[src/rtl/bcd_convert_seq_if.sv]
// Start/done handshake and result bus between the multiplier result path and
// the sequential binary-to-BCD converter.
interface bcd_convert_seq_if #(
  parameter int unsigned WIDTH  = 27,
  parameter int unsigned DIGITS = 8
);
  logic                  start;
  logic [WIDTH-1:0]      bin_in;
  logic                  busy;
  logic                  done;
  logic [4*DIGITS-1:0]   bcd_out;
  logic                  overflow;

  modport master (
    output start, bin_in,
    input  busy, done, bcd_out, overflow
  );

  modport slave (
    input  start, bin_in,
    output busy, done, bcd_out, overflow
  );
endinterface

[src/rtl/bcd_convert_seq.sv]
// Multi-cycle double-dabble binary-to-BCD converter: one add-3/shift iteration
// per clock through a single shared datapath, saturating on decimal overflow.
module bcd_convert_seq #(
  parameter int unsigned WIDTH  = 27,
  parameter int unsigned DIGITS = 8
) (
  input logic             clk,
  input logic             rst_n,
  bcd_convert_seq_if.slave bus
);

  localparam int unsigned SrW  = 4 * DIGITS + WIDTH;
  localparam int unsigned CntW = $clog2(WIDTH + 1);
  localparam logic [CntW-1:0]     LastCnt  = CntW'(WIDTH - 1);
  localparam logic [4*DIGITS-1:0] AllNines = {DIGITS{4'h9}};

  typedef enum logic {StIdle, StShift} state_t;

  state_t              state_q;
  logic [CntW-1:0]     count_q;
  logic [SrW-1:0]      sr_q;
  logic                ovf_sticky_q;
  logic                busy_q;
  logic                done_q;
  logic [4*DIGITS-1:0] bcd_q;
  logic                ovf_q;

  logic [SrW-1:0]      corrected;
  logic [SrW-1:0]      shifted;
  logic                ovf_next;

  // Digits are corrected independently; the add-3 never carries into the next digit.
  always_comb begin
    corrected = sr_q;
    for (int unsigned d = 0; d < DIGITS; d++) begin
      if (sr_q[WIDTH+4*d +: 4] >= 4'd5) begin
        corrected[WIDTH+4*d +: 4] = sr_q[WIDTH+4*d +: 4] + 4'd3;
      end
    end
    shifted  = {corrected[SrW-2:0], 1'b0};
    ovf_next = ovf_sticky_q | corrected[SrW-1];
  end

  always_ff @(posedge clk or negedge rst_n) begin
    if (!rst_n) begin
      state_q      <= StIdle;
      count_q      <= '0;
      sr_q         <= '0;
      ovf_sticky_q <= 1'b0;
      busy_q       <= 1'b0;
      done_q       <= 1'b0;
      bcd_q        <= '0;
      ovf_q        <= 1'b0;
    end else begin
      done_q <= 1'b0;
      unique case (state_q)
        StIdle: begin
          if (bus.start) begin
            sr_q         <= {{(4*DIGITS){1'b0}}, bus.bin_in};
            count_q      <= '0;
            ovf_sticky_q <= 1'b0;
            busy_q       <= 1'b1;
            state_q      <= StShift;
          end
        end
        StShift: begin
          sr_q         <= shifted;
          ovf_sticky_q <= ovf_next;
          count_q      <= count_q + 1'b1;
          if (count_q == LastCnt) begin
            state_q <= StIdle;
            busy_q  <= 1'b0;
            done_q  <= 1'b1;
            bcd_q   <= ovf_next ? AllNines : shifted[SrW-1 -: 4*DIGITS];
            ovf_q   <= ovf_next;
          end
        end
        default: state_q <= StIdle;
      endcase
    end
  end

  assign bus.busy     = busy_q;
  assign bus.done     = done_q;
  assign bus.bcd_out  = bcd_q;
  assign bus.overflow = ovf_q;

endmodule

[src/flat_wrapper.sv]
// flat-port wrapper written by rule: the top's interface ports become plain ports
module bcd_convert_seq_flat 
#(
  parameter int unsigned WIDTH  = 27,
  parameter int unsigned DIGITS = 8
)
  (clk, rst_n, bus_start, bus_bin_in, bus_busy, bus_done, bus_bcd_out, bus_overflow);
  bcd_convert_seq_if #(.WIDTH(WIDTH), .DIGITS(DIGITS)) bus_i ();
  input logic clk;
  input logic rst_n;
  input wire logic [$bits(bus_i.start)-1:0] bus_start;
  input wire logic [$bits(bus_i.bin_in)-1:0] bus_bin_in;
  output wire logic [$bits(bus_i.busy)-1:0] bus_busy;
  output wire logic [$bits(bus_i.done)-1:0] bus_done;
  output wire logic [$bits(bus_i.bcd_out)-1:0] bus_bcd_out;
  output wire logic [$bits(bus_i.overflow)-1:0] bus_overflow;
  assign bus_i.start = bus_start;
  assign bus_i.bin_in = bus_bin_in;
  assign bus_busy = bus_i.busy;
  assign bus_done = bus_i.done;
  assign bus_bcd_out = bus_i.bcd_out;
  assign bus_overflow = bus_i.overflow;
  bcd_convert_seq #(.WIDTH(WIDTH), .DIGITS(DIGITS)) u_core (.clk(clk), .rst_n(rst_n), .bus(bus_i));
endmodule
[config.mk]
export PLATFORM = sky130hd
export DESIGN_NAME = bcd_convert_seq_flat
export DESIGN_NICKNAME = d
export VERILOG_FILES = /design/src/rtl/bcd_convert_seq_if.sv /design/src/rtl/bcd_convert_seq.sv /design/src/flat_wrapper.sv
export SDC_FILE = /design/constraint.sdc
export NUM_CORES = 1
export LEC_CHECK = 0
export CELL_PAD_IN_SITES_DETAIL_PLACEMENT = 0
export CELL_PAD_IN_SITES_GLOBAL_PLACEMENT = 1
export CORE_AREA = 2 2 97 118
export DETAILED_ROUTE_END_ITERATION = 10
export DIE_AREA = 0 0 99 120
export GPL_TIMING_DRIVEN = 0
export PLACE_DENSITY_LB_ADDON = 0.1
export SYNTH_ARGS = -nofsm -noshare
export SYNTH_HDL_FRONTEND = slang
export SYNTH_SLANG_ARGS = --single-unit
[constraint.sdc]
create_clock -name clk -period 2.8 [get_ports clk]
set_clock_uncertainty 0.15 [all_clocks]
set_input_delay 0.42 -clock clk [delete_from_list [all_inputs] [get_ports clk]]
set_output_delay 0.42 -clock clk [all_outputs]
set_load 0.02 [all_outputs]
==> run metrics <==
share of post-route cells with drive strength above 1=0.0899; Die Y=120 um; Ys Warns=0; vias in the first global route=3579; reg2reg setup slack=0.41 ns; Pleak=2.53 nW; CP startpoint kind=register; drt wl/cell=15.9 um; area grow syn2layout=23.5%; Worst setup EP type=register; area of the core=10800 um2; Gate power share=0.431; fin util=0.554; Mapped Area=4830 um2; die footprint=11900 um2; Final GP Congestion=0.853; largest net degree at the start of global routing=63; Synth area leader=dfrtp_1; EDFF count, synth=0; buffer count from post-CTS setup fixing=0; switching share of total power=0.388; CTS Buf Count=9; Mean Syn Cell Area=10.2 um2; nets=599; r2r endpoint=u_core.bus.bcd_out[11]; DR vias/cell=5.36; cell count of the worst reg-to-reg path=7; CP Class=register to register; register bit total from synthesis=101; Iteration-0 DRC Markers=104; Root Driver=clkbuf_16; Slew Viols, Final=0; clk_lat worst skew=0.35 ns; CP Launch Point=u_core.sr_q[55]; Worst-path clk slew=0.07 ns; FF-to-FF Start=u_core.sr_q[55]; DP Worst Slack=0.444 ns; sequential-to-total area share from yosys stat=0.523; Multi-input gate area=2100 um2; cell area power density=1120 nW/um2; GRT Util Overall=0.193; # diodes=0; CTS max path bufs=2; Final Setup Violations=0; WP data required=2.87 ns; Initial Util=0.449; register area=2530 um2; dpl hpwl=7900 um; Worst Path Arrival=2.46 ns; CP Max Fanout=10; vias=3689; DRC Markers=0; CP Capture Point=u_core.bus.bcd_out[11]; number of H-tree levels=3; Port Buffer Count=63; Site Rows=42; RSZ-0062 raised after global routing=no; Routed Antenna Nets=0; worst hold path type=register to register; global-route wire length before repair=18000 um; status=complete, no violations; Max Freq=419 MHz; asr flop ratio synth=1.00; Max transition margin=0.474; Sink Count=101; GR Overflow Total=0; Worst-Margin Slew=0.788 ns; IO Pins=65; Design Power=6.66 mW; Final Hold Vio Count=0; placed cell areas=5650 um2; Pre-antenna DRT Iters=4; Seq pwr share=0.378; peak supply drop=0.426 mV; top cells by area, synth=dfrtp_1 52%, nand2_1 6.2%, mux2i_1 5.6%; Pint=4.08 mW; Mapped Cells=475; Switch Pwr=2.58 mW; Synth cell types=34; fin area=5970 um2; Synth top area share=0.523; clock share of power=0.190; Max Cap Viol=0; Mapped Nets=523; Top FF cell, synth=dfrtp_1; period utilisation layout=0.852; TritonCTS clock tree=built; initial antenna violation count=0; Die X=99 um; most frequent cell after synthesis=dfrtp_1; commonest cells in the netlist=101 x dfrtp_1, 80 x nand2_1, 35 x o21ai_0, 34 x o22ai_1, 27 x mux2i_1; Worst Slack Setup Final=0.413 ns; minimum clock period=2.39 ns; Hold WS=0.327 ns; routed wire length=10900 um; fill count=980
[cell type report]
| type | instances | share of cell area |
|---|---|---|
| clock inverter | 5 | 0.0101 |
| multi-input combinational | 326 | 0.353 |
| clock buffer | 11 | 0.0407 |
| inverter | 19 | 0.0120 |
| sequential | 101 | 0.424 |
| buffer | 29 | 0.0218 |
| tap | 132 | 0.0277 |
| timing repair buffer | 65 | 0.112 |
[power groups by stage]
stage / Sequential (mW) / Combinational (mW) / Clock, mW
after floorplan: 2.64 / 1.82 / 0
after global placement: 2.51 / 2.81 / 0
after detailed placement: 2.54 / 2.91 / 0
after CTS: 2.52 / 2.91 / 1.30
after global routing: 2.59 / 3.21 / 1.36
final: 2.52 / 2.88 / 1.27
[registers in the layout, indices dropped and copies added (netlist names)]
register,cells
u_core.bus.bcd_out,32
u_core.bus.busy,1
u_core.bus.done,1
u_core.bus.overflow,1
u_core.count_q,5
u_core.ovf_sticky_q,1
u_core.sr_q,59
u_core.state_q,1
[what timing repair did]
item | CTS | global route
hold buffers | 1 | 0
endpoints found under the hold margin | 39 | 0
gates resized for setup | 0 | 0
[cells in the final DEF (no fill, tap or decap), drive strengths merged]
cell	instances
a211oi	1
xnor2	9
nor2b	1
clkinvlp	1
o21ai	37
nand2	80
nand3	2
a31oi	15
dlygate4sd3	1
a211o	1
clkinv	4
ha	18
nand2b	8
a21oi	26
mux2	8
nor3b	16
xor2	2
o2bb2ai	1
or3	1
nand4	1
nor2	21
inv	18
mux2i	27
o31ai	17
clkdlybuf4s50	62
o22ai	34
dfrtp	101
clkbuf	28
bufinv	1
buf	14
[through the flow]
step                instances  TNS (ns)
finish                    688         0
global route              688         0
CTS                       688         0
detailed placement        671         0
global placement          670   -277.79
floorplan                 475         0
[critical path, stage by stage (launching register included)]
cell      delay [ns]
dfrtp_1         0.43
inv_1           0.11
ha_1            0.21
nand2b_1        0.08
nor3b_2         0.17
a211oi_2        0.68
buf_4           0.32
a31oi_1         0.10
[metal layers]
metal | share of wire | track usage | up-vias
met5 | 0 | 0 | -
met4 | 0.018 | 0.0839 | 0
met2 | 0.50 | 0.320 | 78
met1 | 0.44 | 0.249 | 1785
met3 | 0.040 | 0.0309 | 11
li1 | - | - | 1815
[kinds of logic (layout without fill, tap and decap cells)]
group	after synthesis	in the layout	share of synthesized area
AOI/OAI and AO/OA	132	132	0.172
and+or+nand+nor	130	130	0.122
DFF	101	101	0.523
buffers and inverters	48	129	0.0417
muxes	35	35	0.0746
adders and majority gates	18	18	0.0466
xor gates and xnor gates	11	11	0.0199
[worst min-delay path by stage]
stage                                      start                      to  cells past startpoint
final                     u_core.bus.bcd_out[22]  u_core.bus.bcd_out[22]                      2
after global routing      u_core.bus.bcd_out[17]  u_core.bus.bcd_out[17]                      2
after CTS                 u_core.bus.bcd_out[22]  u_core.bus.bcd_out[22]                      2
after detailed placement                   rst_n         u_core.sr_q[50]                      1
after global placement           u_core.sr_q[25]         u_core.sr_q[26]                      2
after floorplan                            rst_n   u_core.bus.bcd_out[0]                      0
Power figures use the tool's default switching activity.
